===== src/rtl/fp_stream_converter.sv =====
// Pipelined multi-lane floating-point format converter with valid/ready flow control,
// RNE/RTZ rounding, saturation, flush-to-zero and sticky exception flags.
module fp_stream_converter #(
  parameter int IN_EXP   = 8,
  parameter int IN_MANT  = 23,
  parameter int OUT_EXP  = 5,
  parameter int OUT_MANT = 10,
  parameter int LANES    = 8
) (
  input  logic                                  clk,
  input  logic                                  reset,
  input  logic                                  in_valid,
  output logic                                  in_ready,
  input  logic [LANES*(1+IN_EXP+IN_MANT)-1:0]   in_data,
  input  logic                                  in_rmode,
  input  logic                                  in_sat,
  output logic                                  out_valid,
  input  logic                                  out_ready,
  output logic [LANES*(1+OUT_EXP+OUT_MANT)-1:0] out_data,
  output logic [3:0]                            flags,
  input  logic                                  flag_clear
);

  localparam int IN_W  = 1 + IN_EXP + IN_MANT;
  localparam int OUT_W = 1 + OUT_EXP + OUT_MANT;
  localparam int EW    = ((IN_EXP > OUT_EXP) ? IN_EXP : OUT_EXP) + 2;
  localparam int BI    = (1 << (IN_EXP - 1)) - 1;
  localparam int BO    = (1 << (OUT_EXP - 1)) - 1;

  localparam logic [EW-1:0]       E_OFF     = EW'(BO - BI);
  localparam logic [EW-1:0]       E_OVF     = EW'((1 << OUT_EXP) - 1);
  localparam logic [EW-1:0]       E_ONE     = EW'(1);
  localparam logic [OUT_EXP-1:0]  EXP_ONES  = {OUT_EXP{1'b1}};
  localparam logic [OUT_EXP-1:0]  MAXF_EXP  = {{(OUT_EXP-1){1'b1}}, 1'b0};
  localparam logic [OUT_MANT-1:0] QNAN_MANT = OUT_MANT'(1) << (OUT_MANT - 1);

  logic s1_valid;
  logic s2_valid;
  logic s1_rmode;
  logic s1_sat;
  logic s1_adv;
  logic s2_adv;
  logic s1_load;
  logic s2_load;
  logic [3:0] beat_flags;

  logic [OUT_W-1:0] lane_res [LANES];
  logic [3:0]       lane_flg [LANES];

  assign s2_adv    = !s2_valid || out_ready;
  assign s1_adv    = !s1_valid || s2_adv;
  assign in_ready  = s1_adv;
  assign out_valid = s2_valid;
  assign s1_load   = in_valid && in_ready;
  assign s2_load   = s1_valid && s2_adv;

  always_ff @(posedge clk or posedge reset) begin
    if (reset) begin
      s1_valid <= 1'b0;
      s2_valid <= 1'b0;
      s1_rmode <= 1'b0;
      s1_sat   <= 1'b0;
    end else begin
      if (s1_adv) s1_valid <= in_valid;
      if (s2_adv) s2_valid <= s1_valid;
      if (s1_load) begin
        s1_rmode <= in_rmode;
        s1_sat   <= in_sat;
      end
    end
  end

  for (genvar i = 0; i < LANES; i++) begin : g_lane
    logic                in_sign;
    logic [IN_EXP-1:0]   in_exp;
    logic [IN_MANT-1:0]  in_mant;
    logic [OUT_MANT-1:0] kept;
    logic                guard;
    logic                sticky;
    logic                exp_ones;
    logic                exp_zero;
    logic                mant_nz;

    logic                s1_sign;
    logic                s1_nan;
    logic                s1_snan;
    logic                s1_inf;
    logic                s1_zero;
    logic                s1_znz;
    logic [EW-1:0]       s1_e;
    logic [OUT_MANT-1:0] s1_mant;
    logic                s1_guard;
    logic                s1_sticky;

    logic                round_up;
    logic [OUT_MANT:0]   sum;
    logic [EW-1:0]       e_rnd;
    logic [OUT_W-1:0]    res;
    logic [3:0]          lf;
    logic [OUT_W-1:0]    s2_res;
    logic [3:0]          s2_flg;

    assign {in_sign, in_exp, in_mant} = in_data[i*IN_W +: IN_W];
    assign exp_ones = &in_exp;
    assign exp_zero = ~|in_exp;
    assign mant_nz  = |in_mant;

    if (OUT_MANT >= IN_MANT) begin : g_widen
      assign kept   = OUT_MANT'(in_mant) << (OUT_MANT - IN_MANT);
      assign guard  = 1'b0;
      assign sticky = 1'b0;
    end else begin : g_narrow
      localparam int D = IN_MANT - OUT_MANT;
      assign kept  = in_mant[IN_MANT-1 -: OUT_MANT];
      assign guard = in_mant[D-1];
      if (D >= 2) begin : g_sticky
        assign sticky = |in_mant[D-2:0];
      end else begin : g_no_sticky
        assign sticky = 1'b0;
      end
    end

    // Stage 1: classified lane with rebiased exponent and rounding bits
    always_ff @(posedge clk or posedge reset) begin
      if (reset) begin
        s1_sign   <= 1'b0;
        s1_nan    <= 1'b0;
        s1_snan   <= 1'b0;
        s1_inf    <= 1'b0;
        s1_zero   <= 1'b0;
        s1_znz    <= 1'b0;
        s1_e      <= '0;
        s1_mant   <= '0;
        s1_guard  <= 1'b0;
        s1_sticky <= 1'b0;
      end else if (s1_load) begin
        s1_sign   <= in_sign;
        s1_nan    <= exp_ones && mant_nz;
        s1_snan   <= exp_ones && mant_nz && !in_mant[IN_MANT-1];
        s1_inf    <= exp_ones && !mant_nz;
        s1_zero   <= exp_zero;
        s1_znz    <= exp_zero && mant_nz;
        s1_e      <= EW'(in_exp) + E_OFF;
        s1_mant   <= kept;
        s1_guard  <= guard;
        s1_sticky <= sticky;
      end
    end

    always_comb begin
      round_up = !s1_rmode && s1_guard && (s1_sticky || s1_mant[0]);
      sum      = {1'b0, s1_mant} + {{OUT_MANT{1'b0}}, round_up};
      e_rnd    = s1_e + EW'(sum[OUT_MANT]);
      res      = '0;
      lf       = '0;
      if (s1_nan) begin
        res   = {s1_sign, EXP_ONES, QNAN_MANT};
        lf[3] = s1_snan;
      end else if (s1_inf) begin
        res = {s1_sign, EXP_ONES, {OUT_MANT{1'b0}}};
      end else if (s1_zero) begin
        res     = {s1_sign, {(OUT_W-1){1'b0}}};
        lf[1:0] = {s1_znz, s1_znz};
      end else if ($signed(e_rnd) >= $signed(E_OVF)) begin
        // Only RNE without saturation may round up to infinity
        res     = (s1_sat || s1_rmode) ? {s1_sign, MAXF_EXP, {OUT_MANT{1'b1}}}
                                       : {s1_sign, EXP_ONES, {OUT_MANT{1'b0}}};
        lf[2]   = 1'b1;
        lf[0]   = 1'b1;
      end else if ($signed(e_rnd) < $signed(E_ONE)) begin
        res     = {s1_sign, {(OUT_W-1){1'b0}}};
        lf[1:0] = 2'b11;
      end else begin
        res   = {s1_sign, e_rnd[OUT_EXP-1:0], sum[OUT_MANT-1:0]};
        lf[0] = s1_guard || s1_sticky;
      end
    end

    always_ff @(posedge clk or posedge reset) begin
      if (reset) begin
        s2_res <= '0;
        s2_flg <= '0;
      end else if (s2_load) begin
        s2_res <= res;
        s2_flg <= lf;
      end
    end

    assign lane_res[i] = s2_res;
    assign lane_flg[i] = s2_flg;
  end

  always_comb begin
    out_data   = '0;
    beat_flags = '0;
    for (int i = 0; i < LANES; i++) begin
      out_data[i*OUT_W +: OUT_W] = lane_res[i];
      beat_flags                 = beat_flags | lane_flg[i];
    end
  end

  // A beat leaving in the same cycle as a clear still records its flags
  always_ff @(posedge clk or posedge reset) begin
    if (reset) begin
      flags <= '0;
    end else if (out_valid && out_ready) begin
      flags <= (flag_clear ? 4'b0 : flags) | beat_flags;
    end else if (flag_clear) begin
      flags <= '0;
    end
  end

endmodule


===== config.mk =====
export PLATFORM = sky130hd
export DESIGN_NAME = fp_stream_converter
export DESIGN_NICKNAME = d
export VERILOG_FILES = /design/src/rtl/fp_stream_converter.sv
export SDC_FILE = /design/constraint.sdc
export NUM_CORES = 1
export LEC_CHECK = 0
export BUFFER_PORTS_ARGS = -buffer_cell sky130_fd_sc_hd__clkbuf_2
export CELL_PAD_IN_SITES_DETAIL_PLACEMENT = 1
export CELL_PAD_IN_SITES_GLOBAL_PLACEMENT = 1
export CORE_MARGIN = 2
export CORE_UTILIZATION = 41
export DETAILED_ROUTE_END_ITERATION = 7
export HOLD_SLACK_MARGIN = 0.15
export PLACE_DENSITY_LB_ADDON = 0.1
export SETUP_SLACK_MARGIN = 0.1
export SYNTH_ARGS = -nofsm -noshare
export SYNTH_HDL_FRONTEND = slang
export SYNTH_SLANG_ARGS = --single-unit

===== constraint.sdc =====
create_clock -name clk -period 27.2 [get_ports clk]
set_clock_uncertainty 0.05 [all_clocks]
set_input_delay 5.44 -clock clk [delete_from_list [all_inputs] [get_ports clk]]
set_output_delay 5.44 -clock clk [all_outputs]
set_load 0.05 [all_outputs]

==> results.yml <==
status:
  status: "finished, final reports clean"
timing:
  fin_setup_tns_ns: 0
  fin_crit_ns: 11.70
  slew_headroom_pct: 16.6
  finalHoldViolations: 0
  min_period_over_period_pct: 43.0
  rsz0062_at_grt: "false"
  fmax_mhz: 85.5
  setup_violations: 0
  worst_pin_slew_ns: 1.24
  final-max-slew-violation-count: 0
setup_path:
  path_cells: "clkbuf_2, nand3b_1, clkbuf_2"
  r2r_slack_ns: 22.28
  cpLargestDelayFamily: "buffers and inverters"
  cp-endpoint: "in_ready"
  start_kind: "input pin"
  worst_path_max_delay_cell: "nand3b_1"
  r2r_start: "s1_rmode"
  cp.depth: 3
  rr_endpoint: "g_lane[1].s2_res[0]"
  crit_fanout: 4
  cp.buffers_inverters: 2
  crit_path_end_kind: "output pin"
  critPathArrivalTime_ns: 6.21
  cpMostUsedCell: "clkbuf_2"
  rr_worst_depth: 14
  worstPathRequired_ns: 21.71
  slowest_delay_ns: 0.33
  startpoint: "out_ready"
  criticalPathCategory: "in2out"
worst_hold_path:
  hp-class: "reg2reg"
placed_design:
  port_buffers: 396
  placed_cell_area_mm2: 0.0228
  place_congestion: 0.877
  hpwlAfterDp_mm: 47.2
clocking:
  clk_pin_slew_ns: 0.05
  cts_tree: "yes"
  clock_path_buffers: 3
  cts_setup_buffers: 0
  cts_buffers: 47
  cts_sinks: 392
  cts-hold-fix-buffers: 0
  root_buffer: "clkbuf_16"
  clk_latency_ns: 0.58
  post_cts_resized: 0
  h-tree-depth: 2
power:
  switchingPower_uw: 734
  comb_power_share_pct: 28.2
  powerDensity_mw_per_mm2: 79.6
  p_clk_share_pct: 31.4
  swShare_pct: 38.0
  seqPwrFrac_pct: 40.4
  p_int_uw: 1190
  vdd_drop_max_mv: 0.0462
  leakage_uw: 0.0116
routing:
  via_per_inst: 5.55
  top_layer: "met5"
  vias: 18313
  dr_wl_met3_mm: 2.76
  routedWlPerCell_um: 19.6
  m1WireLength_mm: 28.6
  wl_met2_mm: 31.4
  drtPass1Iterations: 5
  drt-initial-drc-count: 864
  ant_nets: 0
  wl_mm: 64.6
  drc: 0
final_layout:
  drive_gt1_share_pct: 19.4
  area_growth_pct: 19.4
  stdcell_area_mm2: 0.0242
  most-common-layout-cells: "nand2_1, clkbuf_2, dfrtp_1"
  layout_commonest_cell: "nand2_1"
  nets: 2921
  antenna_cells: 0
grt:
  track_usage_pct: 25.3
  grt_pass1_wl_mm: 103
  gr-total-overflow: 0
  grt_antenna_before_repair: 1
  grt_max_degree: 86
  grt_pass1_vias: 19247
die:
  start_util_pct: 41.5
  num_io_pins: 397
  fp.dieArea_mm2: 0.0513
  core_area_mm2: 0.0490
  die_y_um: 226
  die_w_um: 226
  rows: 81
synth:
  synth_edf_count: 0
  synthFlopType: "dfrtp_1"
  synth_fp_nets: 2577
  syn_inst: 2264
  netlist.area_leader.share_pct: 48.3
  ys_seq_elements: 392
  ys_seq_area_share_pct: 48.3
  ys_warn_count: 0
  synthArstFlopShare_pct: 100
  synth_cell_types: 76
  synthTopCellsByArea: "dfrtp_1, nand2_1, ha_1"
  synth_area_leader_cell: "dfrtp_1"
  avgSynthCellArea_um2: 8.97
  syn_area_mm2: 0.0203
job:
  maxCapViolations: 0
[layer usage]
| metal | vias to the layer above | track usage (%) |
|---|---|---|
| li1 | 8641 | - |
| met5 | - | 0 |
| met4 | 2 | 7.62 |
| met1 | 9178 | 33.1 |
| met3 | 104 | 3.32 |
| met2 | 388 | 43.8 |
[power groups by stage]
stage | clock network, uW | registers [uW] | logic (uW)
4_1_cts | 618 | 778 | 549
3_5_place_dp | 0 | 787 | 546
6_report | 606 | 778 | 544
5_1_grt | 641 | 792 | 588
2_1_floorplan | 0 | 935 | 219
3_3_place_gp | 0 | 783 | 533
[worst min-delay path by stage]
| stage | start | endpoint | cells after the start | slack (ns) |
|---|---|---|---|---|
| 6_report | g_lane[7].s1_sign | g_lane[7].s2_res[15] | 2 | 0.42 |
| 5_1_grt | g_lane[0].s1_sign | g_lane[0].s2_res[15] | 2 | 0.44 |
| 4_1_cts | g_lane[7].s1_sign | g_lane[7].s2_res[15] | 2 | 0.42 |
| 3_5_place_dp | g_lane[7].s1_sign | g_lane[7].s2_res[15] | 2 | 0.41 |
| 3_3_place_gp | g_lane[2].s1_sign | g_lane[2].s2_res[15] | 2 | 0.40 |
| 2_1_floorplan | g_lane[0].s1_sign | g_lane[0].s2_res[15] | 2 | 0.39 |
[cell families (layout without fill, tap and decap cells)]
kind of cell	count (synthesis)	count (layout)	synth area share, %
AOI/OAI and AO/OA	403	403	14.3
xor gates and xnor gates	117	117	5.05
adders and majority gates	50	50	3.08
buffers and inverters	158	531	3.12
DFF	392	392	48.3
muxes	13	13	0.672
and+or+nand+nor	1131	1131	25.5
[Yosys cell counts, drive strengths merged, types with 17 or more instances]
master	n
or3	18
o21ai	107
o211ai	19
nor3b	17
nand2	637
nand3	103
ha	50
xor2	58
nor4	62
a22o	50
buf	23
nand4	45
inv	45
nor3	49
xnor2	59
a21o	25
a211oi	26
nor2	108
a21oi	45
dfrtp	392
clkbuf	90
o22a	19
and3	26
[registers in the layout, indices dropped and copies added (netlist names), 32 cells and up]
register and cells:
g_lane.s1_mant 80, g_lane.s2_res 128, g_lane.s1_e 80, g_lane.s2_flg 32
[area by class of cell]
class                   instances  area, um2
clock inverters                 8       68.8
repair buffers                408       2070
fillers                      5756      24700
well taps                     664        831
clock buffers                  70       1400
multi-input cells            1714       9880
flip-flops and latches        392       9810
inverters                      45        176
[through the flow]
stage,total power [uW],cells,setup WS [ns],hold WS [ns],util (%)
floorplan,1150,2264,10.81,0.389,-
global placement,1320,3223,15.48,0.400,46.5
detailed placement,1330,3223,15.49,0.406,46.5
CTS,1940,3301,15.49,0.423,49.5
global route,2020,3301,15.45,0.442,49.5
finish,1930,3301,15.50,0.417,49.5
[tightest hold or removal path, cell delays in order (launching register included)]
cell	delay (ns)
dfrtp_1	0.34
nand2_1	0.05
nand2_1	0.05
(Power assumes the default switching activity.)
